[src/rtl/calu_pkg.sv]
// calu_pkg -- definitions shared by the sequential divider files.
//   CALU_WIDTH : default operand/result width
//   state_t    : divider controller states
package calu_pkg;

   localparam int CALU_WIDTH = 16;

   typedef enum logic [1:0] {
      S_IDLE = 2'd0,
      S_CALC = 2'd1,
      S_FIX  = 2'd2,
      S_DONE = 2'd3
   } state_t;

endpackage

[src/rtl/div_step.sv]
// div_step -- one restoring-division iteration, purely combinational.
// Ports:
//   p      : partial remainder in (always < m_abs)
//   a      : dividend bits still to shift in; quotient bits fill from the LSB
//   m_abs  : divisor magnitude
//   p_nxt  : partial remainder out
//   a_nxt  : shifted dividend/quotient register with the new quotient bit
module div_step
   import calu_pkg::*;
#(
   parameter int WIDTH = CALU_WIDTH
) (
   input  logic [WIDTH-1:0] p,
   input  logic [WIDTH-1:0] a,
   input  logic [WIDTH-1:0] m_abs,
   output logic [WIDTH-1:0] p_nxt,
   output logic [WIDTH-1:0] a_nxt
);

   logic [WIDTH:0] p_sh;
   logic [WIDTH:0] diff;

   // p < m_abs <= 2^(WIDTH-1), so the shifted value always fits WIDTH+1 bits
   // and the restored value never needs its top bit.
   assign p_sh = {p, a[WIDTH-1]};
   assign diff = p_sh - {1'b0, m_abs};

   always_comb begin
      p_nxt = diff[WIDTH] ? p_sh[WIDTH-1:0] : diff[WIDTH-1:0];
      a_nxt = {a[WIDTH-2:0], ~diff[WIDTH]};
   end

endmodule

[src/rtl/signed_seq_divider.sv]
// signed_seq_divider -- signed truncating divider, one quotient bit per cycle.
// Ports:
//   clk, rst     : clock, synchronous active-high reset
//   start, Q, M  : request with dividend/divisor, taken only while idle
//   busy         : request in progress (through the done cycle)
//   done         : one-cycle pulse, results valid in that cycle
//   Quo, Rem     : signed quotient/remainder, held until the next result
//   DVF, ZE      : overflow (most-negative / -1), divide by zero
module signed_seq_divider
   import calu_pkg::*;
#(
   parameter int WIDTH = CALU_WIDTH
) (
   input  logic                    clk,
   input  logic                    rst,
   input  logic                    start,
   input  logic signed [WIDTH-1:0] Q,
   input  logic signed [WIDTH-1:0] M,
   output logic                    busy,
   output logic                    done,
   output logic signed [WIDTH-1:0] Quo,
   output logic signed [WIDTH-1:0] Rem,
   output logic                    DVF,
   output logic                    ZE
);

   localparam int CNT_W = $clog2(WIDTH + 1);
   localparam logic signed [WIDTH-1:0] MOST_NEG = {1'b1, {(WIDTH-1){1'b0}}};

   state_t                  state;
   logic [CNT_W-1:0]        cnt;
   logic [WIDTH-1:0]        p_r, a_r, m_abs;
   logic [WIDTH-1:0]        p_nxt, a_nxt;
   logic signed [WIDTH-1:0] q_r;
   logic                    q_neg, m_neg, ze_r, dvf_r;
   logic                    is_ze, is_dvf;

   // Magnitude as an unsigned value; |most-negative| maps onto 2^(WIDTH-1).
   function automatic logic [WIDTH-1:0] mag(input logic signed [WIDTH-1:0] v);
      return v[WIDTH-1] ? (~v + 1'b1) : v;
   endfunction

   function automatic logic [WIDTH-1:0] apply_sign(input logic [WIDTH-1:0] v,
                                                   input logic neg);
      return neg ? (~v + 1'b1) : v;
   endfunction

   assign is_ze  = (M == '0);
   assign is_dvf = (Q == MOST_NEG) && (M == '1);

   div_step #(.WIDTH(WIDTH)) u_step (
      .p     (p_r),
      .a     (a_r),
      .m_abs (m_abs),
      .p_nxt (p_nxt),
      .a_nxt (a_nxt)
   );

   // Datapath registers: loaded on acceptance, iterated in CALC.
   always_ff @(posedge clk) begin
      if (state == S_IDLE && start) begin
         q_r   <= Q;
         q_neg <= Q[WIDTH-1];
         m_neg <= M[WIDTH-1];
         p_r   <= '0;
         a_r   <= mag(Q);
         m_abs <= mag(M);
         ze_r  <= is_ze;
         dvf_r <= is_dvf;
      end else if (state == S_CALC) begin
         p_r <= p_nxt;
         a_r <= a_nxt;
      end
   end

   // Controller and registered results.
   always_ff @(posedge clk) begin
      if (rst) begin
         state <= S_IDLE;
         cnt   <= '0;
         busy  <= 1'b0;
         done  <= 1'b0;
         Quo   <= '0;
         Rem   <= '0;
         DVF   <= 1'b0;
         ZE    <= 1'b0;
      end else begin
         case (state)
            S_IDLE: begin
               done <= 1'b0;
               if (start) begin
                  cnt   <= CNT_W'(WIDTH);
                  busy  <= 1'b1;
                  // Error cases skip the iterations entirely.
                  state <= (is_ze || is_dvf) ? S_FIX : S_CALC;
               end
            end
            S_CALC: begin
               cnt <= cnt - 1'b1;
               if (cnt == CNT_W'(1)) state <= S_FIX;
            end
            S_FIX: begin
               if (ze_r) begin
                  Quo <= '1;
                  Rem <= q_r;
               end else if (dvf_r) begin
                  Quo <= q_r;
                  Rem <= '0;
               end else begin
                  Quo <= apply_sign(a_r, q_neg ^ m_neg);
                  Rem <= apply_sign(p_r, q_neg);
               end
               ZE    <= ze_r;
               DVF   <= dvf_r & ~ze_r;
               done  <= 1'b1;
               state <= S_DONE;
            end
            S_DONE: begin
               done  <= 1'b0;
               busy  <= 1'b0;
               state <= S_IDLE;
            end
            default: state <= S_IDLE;
         endcase
      end
   end

endmodule
[config.mk]
export PLATFORM = sky130hd
export DESIGN_NAME = signed_seq_divider
export DESIGN_NICKNAME = d
export VERILOG_FILES = /design/src/rtl/calu_pkg.sv /design/src/rtl/div_step.sv /design/src/rtl/signed_seq_divider.sv
export SDC_FILE = /design/constraint.sdc
export NUM_CORES = 1
export LEC_CHECK = 0
export BUFFER_PORTS_ARGS = -buffer_cell sky130_fd_sc_hd__buf_2
export CORE_ASPECT_RATIO = 0.6
export CORE_UTILIZATION = 54
export CTS_CLUSTER_SIZE = 25
export DETAILED_ROUTE_END_ITERATION = 8
export GPL_TIMING_DRIVEN = 0
export HOLD_SLACK_MARGIN = 0.15
export PLACE_DENSITY = 0.77
export SYNTH_ARGS = -nofsm -noshare
export SYNTH_HDL_FRONTEND = slang
export SYNTH_SLANG_ARGS = --single-unit
export TNS_END_PERCENT = 20
[constraint.sdc]
create_clock -name clk -period 2.4 [get_ports clk]
set_input_delay 0.36 -clock clk [delete_from_list [all_inputs] [get_ports clk]]
set_output_delay 0.36 -clock clk [all_outputs]
set_load 0.02 [all_outputs]
==> out/results.tsv, run 1 <==
stage	metric	value	unit
detailed_routing	Via Count	5888	
layout	nets@finish	863	
floorplan	initial core utilization	0.558	
grt	number of global-route vias before repair	5216	
logic_synthesis	top cells by area, synth	edfxtp_1 (24%), dfxtp_1 (19%), ha_1 (5.5%)	
floorplan	DIE AREA	12300	µm²
critical_path	worst endpoint required time	2.50	ns
logic_synthesis	ys async rst share	0	
grt	gr ovfl total	0	
pwr	switching share of power	0.459	
floorplan	die width	142	µm
grt	Global Route Usage Sum	0.300	
timing	skew final	0.00762	ns
logic_synthesis	syn avg cell area	8.99	µm²
critical_path	r2r startpoint	a_r[15]$_DFFE_PP_	
grt	global-route wire length before repair	27600	µm
logic_synthesis	Commonest cells post-synth	nand2_1 (83), nor2_1 (78), dfxtp_1 (59)	
logic_synthesis	flops & latches, synth	110	
timing	Final period util	1.06	
timing	# setup viols final	15	
placement	Detail Placement HPWL	13600	µm
pwr	Sw Pwr	4610	µW
clock_tree	Sink Count	110	
logic_synthesis	yosys warns	0	
clock_tree	clk buf depth	2	
timing	final worst slack	-0.154	ns
detailed_routing	remaining antenna violation count	0	
floorplan	FP Rows	30	
timing	min Tclk post-route	2.55	ns
pwr	Clock power frac	0.142	
grt	pin count of the biggest net entering global routing	20	
timing	Max Clock Freq	391	MHz
clock_tree	htree depth	3	
detailed_routing	DR DRC count	0	
logic_synthesis	count leader, synth	nand2_1	
logic_synthesis	Distinct cells, synth	54	
floorplan	core box area	11400	µm²
pwr	Power Density	1350	nW/µm²
logic_synthesis	syn nets	773	
run_status	run status	complete, but fails checks	
layout	layout cells sized above 1	0.160	
run_status	failing checks	negative setup slack	
pwr	maximum VDD drop	0.573	mV
timing	Final Max Slew Viols	0	
critical_path	Critical Path Source Type	flip-flop	
critical_path	reg-to-reg slack, setup	-0.15	ns
clock_tree	Worst-path clk slew	0.07	ns
layout	fill count	925	
clock_tree	CTS tree	yes	
pwr	cell-internal power	5440	µW
clock_tree	clock buffer count from CTS	9	
timing	RSZ-0062 raised after global routing	true	
grt	initial antenna violation count	0	
logic_synthesis	sequential share of the synthesized area	0.426	
pwr	power share of the combinational group	0.522	
critical_path	CP Class	reg -> reg	
pwr	Lkg Pwr	0.00292	µW
detailed_routing	Detailed Route Iter0 Violations	552	
detailed_routing	Post-Route WL	18100	µm
logic_synthesis	Yosys top cell area share	0.240	
logic_synthesis	Netlist Area Pre-Place	6370	µm²
detailed_routing	drt via density	6.11	
detailed_routing	wire per inst	18.8	µm
clock_tree	latest clock arrival within the worst-skew pair	0.36	ns
critical_path	R2R Path End	a_r[0]$_DFFE_PP_	
critical_path	Critical Path Fanout Max	10	
critical_path	r2r worst-path depth	11	
layout	n_diodes	0	
worst_hold_path	Hold Path End	m_neg$_DFFE_PP_	
worst_hold_path	Hold Crit Start	M[15]	
layout	Synth-to-Final Area Change	16.8	%
logic_synthesis	number of flops mapped to enable cells by yosys	51	
timing	measured slew at the worst slew-check pin	0.881	ns
critical_path	CP Capture Type	flip-flop	
layout	multi-input logic area	3520	µm²
timing	Hold Fails Final Rpt	0	
worst_hold_path	Hold WC Path Type	in -> reg	
timing	Worst Hold Margin	0.196	ns
placement	Setup WS pre-CTS	-0.903	ns
timing	max_slew headroom	0.413	
layout	Util after Layout	0.652	
floorplan	die height	86.1	µm
layout	register area	2720	µm²
pwr	sequential power share	0.336	
logic_synthesis	main flop type after synthesis	dfxtp_1	
placement	GP Congestion	0.947	
detailed_routing	drt pass-1 iters	6	
worst_hold_path	hold depth	1	
placement	port buffer count	69	
logic_synthesis	Gate Count Post-Synth	709	
run	Max Cap Viol	0	
critical_path	Critical Path Source	a_r[15]$_DFFE_PP_	
clock_tree	clk root buf	clkbuf_16	
floorplan	IO Pins	71	
critical_path	Crit path arrival time	2.65	ns
logic_synthesis	dominant cell type by area after synthesis	edfxtp_1	
state kept, by name (all words and copies together) (netlist names):
signal and flops:
DVF 1, Quo 16, Rem 16, ZE 1
a_r 16, busy 1, cnt 5, done 1
dvf_r 1, m_abs 16, m_neg 1, p_r 16
q_r 16, state 2, ze_r 1
routing by layer:
metal | global-route usage | vias up | part of all wire
met2 | 0.415 | 325 | 0.41
met1 | 0.460 | 2806 | 0.45
met5 | 0 | - | 0
li1 | - | 2733 | -
met3 | 0.0737 | 24 | 0.12
met4 | 0.0723 | 0 | 0.014
layout by cell type (no fill, tap or decap), types with 31 or more instances in the layout:
cell type / Yosys / layout
xnor2_1: 37 / 36
o21ai_0: 53 / 50
nor2_1: 78 / 76
nand2_1: 83 / 80
a21oi_1: 36 / 33
inv_1: 39 / 35
dfxtp_1: 59 / 56
buf_2: 1 / 69
xor2_1: 31 / 31
edfxtp_1: 51 / 51
kinds of logic (layout without fill, tap and decap cells):
| group | count (synthesis) | count (layout) | share of synthesized area |
|---|---|---|---|
| AO/OA/AOI/OAI | 174 | 174 | 0.179 |
| XOR/XNOR | 69 | 69 | 0.0960 |
| adder cells (fa/ha/maj) | 29 | 29 | 0.0581 |
| multiplexers | 16 | 16 | 0.0251 |
| buffers and inverters | 71 | 166 | 0.0426 |
| flip-flops | 110 | 110 | 0.426 |
| AND/OR/NAND/NOR | 240 | 240 | 0.174 |
worst max path at each step:
stage	cells after the start	end	slack, ns
3_5_place_dp	6	a_r[6]$_DFFE_PP_	-0.90
6_report	11	a_r[0]$_DFFE_PP_	-0.15
3_3_place_gp	6	a_r[1]$_DFFE_PP_	-0.82
2_1_floorplan	11	p_r[13]$_SDFFE_PP0P_	-0.02
4_1_cts	11	p_r[12]$_SDFFE_PP0P_	-0.07
5_1_grt	11	p_r[14]$_SDFFE_PP0P_	-0.29
worst max-delay path, stage by stage, from the launching register on:
cell and delay, ns:
edfxtp_1 0.38, inv_2 0.07, ha_4 0.16, fa_2 0.34, nand2b_4 0.17, a21oi_4 0.24
o2111ai_2 0.18, nand3_4 0.22, buf_4 0.15, xnor2_2 0.12, buf_6 0.18, a21oi_1 0.07
through the flow:
| stage | std cells | cell area, µm² | total power, µW | setup TNS (ns) |
|---|---|---|---|---|
| after global routing | 964 | 7440 | 10600 | -3.75 |
| after floorplan | 709 | 6390 | 6600 | -0.0298 |
| after CTS | 958 | 7340 | 9650 | -0.211 |
| after global placement | 938 | 6930 | 7750 | -23.47 |
| final | 964 | 7440 | 10100 | -1.73 |
| after detailed placement | 938 | 6930 | 7970 | -29.83 |
power groups by stage:
stage	Combinational, µW	Sequential (µW)	Clock, µW
floorplan	3290	3310	0
global placement	4440	3310	0
detailed placement	4630	3340	0
CTS	4910	3310	1420
global route	5680	3420	1480
finish	5250	3380	1420
what timing repair did:
| item | CTS | global route |
|---|---|---|
| gates cloned | 2 | 0 |
| pin swaps | 3 | 6 |
| hold buffers | 0 | 0 |
| gates resized for setup | 24 | 16 |
| endpoints found under the setup margin | 77 | 52 |
| setup buffers | 2 | 6 |
layout make-up:
type,instances,share of cell area
Tap cell,160,0.0269
Multi-Input combinational cell,528,0.474
Clock inverter,7,0.00673
Inverter,40,0.0212
Sequential cell,110,0.365
Clock buffer,9,0.0303
Timing Repair inverter,2,0.00168
Buffer,31,0.0177
Timing Repair Buffer,77,0.0567
Note: power is estimated with default switching activity, not from simulation.
==> run 2, diff against run 1 <==
--- a/config.mk
+++ b/config.mk
@@ -7,12 +7,12 @@
 export LEC_CHECK = 0
 export BUFFER_PORTS_ARGS = -buffer_cell sky130_fd_sc_hd__buf_2
 export CORE_ASPECT_RATIO = 0.6
-export CORE_UTILIZATION = 54
+export CORE_UTILIZATION = 55
 export CTS_CLUSTER_SIZE = 25
 export DETAILED_ROUTE_END_ITERATION = 8
 export GPL_TIMING_DRIVEN = 0
 export HOLD_SLACK_MARGIN = 0.15
-export PLACE_DENSITY = 0.77
+export PLACE_DENSITY = 0.76
 export SYNTH_ARGS = -nofsm -noshare
 export SYNTH_HDL_FRONTEND = slang
 export SYNTH_SLANG_ARGS = --single-unit
==> constraint.sdc (replaced) <==
create_clock -name clk -period 3 [get_ports clk]
set_input_delay 0.45 -clock clk [delete_from_list [all_inputs] [get_ports clk]]
set_output_delay 0.45 -clock clk [all_outputs]
set_load 0.02 [all_outputs]
==> out/results.tsv, run 2 (synthesized netlist as in run 1, its figures left out) <==
stage	metric	value	unit
run_status	run status	finished clean	
pwr	maximum VDD drop	0.458	mV
clock_tree	CTS tree	yes	
clock_tree	clk buf depth	2	
layout	multi-input logic area	3410	µm²
detailed_routing	Post-Route WL	17500	µm
timing	min Tclk post-route	2.85	ns
pwr	Lkg Pwr	0.00288	µW
placement	Detail Placement HPWL	13600	µm
layout	Synth-to-Final Area Change	13.8	%
layout	commonest non-fill, non-tap cell in the layout	nand2_1	
clock_tree	latest clock arrival within the worst-skew pair	0.36	ns
clock_tree	htree depth	3	
timing	Final Max Slew Viols	0	
timing	Final period util	0.949	
placement	GP Congestion	0.926	
layout	fill count	946	
critical_path	Critical Path Source Type	flip-flop	
critical_path	CP Class	reg -> reg	
layout	n_diodes	0	
grt	number of global-route vias before repair	5093	
grt	gr ovfl total	0	
pwr	Tot Pwr	7750	µW
critical_path	Crit path arrival time	2.95	ns
grt	global-route wire length before repair	27000	µm
floorplan	die height	85.4	µm
critical_path	r2r worst-path depth	9	
critical_path	worst endpoint required time	3.10	ns
timing	# setup viols final	0	
grt	Global Route Usage Sum	0.296	
layout	Post-Layout Cell Count	956	
placement	Setup WS pre-CTS	-0.0875	ns
timing	skew final	0.0104	ns
detailed_routing	wire per inst	18.3	µm
grt	initial antenna violation count	0	
timing	measured slew at the worst slew-check pin	0.769	ns
timing	Hold Fails Final Rpt	0	
clock_tree	clock buffer count from CTS	9	
layout	most frequent cells in the layout	nand2_1 (83), nor2_1 (78), buf_2 (70), dfxtp_1 (59), o21ai_0 (53)	
critical_path	reg-to-reg slack, setup	0.15	ns
timing	RSZ-0062 raised after global routing	false	
floorplan	IO Pins	71	
floorplan	FP Rows	30	
detailed_routing	drt pass-1 iters	6	
clock_tree	CTS hold repair buffers	0	
detailed_routing	drt via density	6.02	
placement	port buffer count	69	
detailed_routing	DR DRC count	0	
layout	register area	2710	µm²
detailed_routing	Via Count	5758	
run	Max Cap Viol	0	
timing	final worst slack	0.152	ns
worst_hold_path	hold depth	1	
clock_tree	clk root buf	clkbuf_16	
pwr	Power Density	1070	nW/µm²
critical_path	CP Capture Type	flip-flop	
clock_tree	Sink Count	110	
critical_path	Critical Path Fanout Max	10	
floorplan	die width	141	µm
detailed_routing	remaining antenna violation count	0	
timing	Max Clock Freq	351	MHz
detailed_routing	Detailed Route Iter0 Violations	742	
timing	setup TNS	0	ns
clock_tree	Worst-path clk slew	0.08	ns
placement	Placed Instances	938	
layout	nets@finish	855	
timing	max_slew headroom	0.487	
grt	pin count of the biggest net entering global routing	40	
worst_hold_path	Hold WC Path Type	in -> reg	
floorplan	initial core utilization	0.564	
floorplan	core box area	11300	µm²
layout	layout cells sized above 1	0.121	
floorplan	DIE AREA	12000	µm²
## run 2: changes by cell type in the layout (fill, tap and decap cells not counted), moves of 3 or more
cell and delta:
buf_4 -4, clkinvlp_4 -4, buf_6 -3, dfxtp_1 +3
dfxtp_2 -3, inv_1 +3, inv_2 -3, nand2_1 +3
o21ai_0 +3, o21ai_1 -3
## run 2: routing by layer
layer	wire length, µm	vias up	GRT usage
met2	6990	282	0.406
met4	342	0	0.0978
met3	2090	39	0.0852
met1	8080	2710	0.442
li1	-	2727	-
met5	0	-	0
## run 2: cell type report
type | count | share of cell area
flip-flops and latches | 110 | 0.374
repair buffers | 71 | 0.0514
multi-input cells | 528 | 0.470
inverters | 40 | 0.0210
plain buffers | 31 | 0.0167
clock inverters | 6 | 0.00759
clock buffers | 10 | 0.0316
well taps | 160 | 0.0276
## run 2: stage by stage
stage	instance area [µm²]	hold WS (ns)	utilization
after detailed placement	6920	0.477	0.612
after global placement	6920	0.465	0.612
after CTS	7220	0.289	0.639
after floorplan	6370	0.478	-
final	7250	0.290	0.642
after global routing	7250	0.291	0.642
## run 2: path summary, 6_finish.rpt
kind,start,endpoint
setup / recovery,p_r[0]$_SDFFE_PP0P_,a_r[0]$_DFFE_PP_
hold / removal,M[15],m_neg$_DFFE_PP_
setup reg to reg,p_r[0]$_SDFFE_PP0P_,a_r[0]$_DFFE_PP_
hold reg to reg,Quo[0]$_SDFFE_PP0P_,Quo[0]$_SDFFE_PP0P_
## run 2: where the power goes
part | leakage (µW) | switching [µW] | internal (µW) | total (µW)
Sequential | 0.000976 | 496 | 2170 | 2670
Clock | 0.000140 | 598 | 582 | 1180
Combinational | 0.00176 | 2430 | 1470 | 3900
## run 2: critical path, stage by stage, from the launching register on
cell and delay, ns:
dfxtp_1 0.45, inv_1 0.21, fa_1 0.48, nand2b_1 0.20, a21oi_2 0.28, o2111ai_1 0.23
nand3_4 0.23, xnor2_1 0.17, buf_2 0.25, a21oi_1 0.09
## run 2: what timing repair did
action                                  4_1_cts  5_1_grt
resized for setup                             3        1
pin swaps                                     0        1
endpoints found under the setup margin       27       10
setup buffers                                 0        2
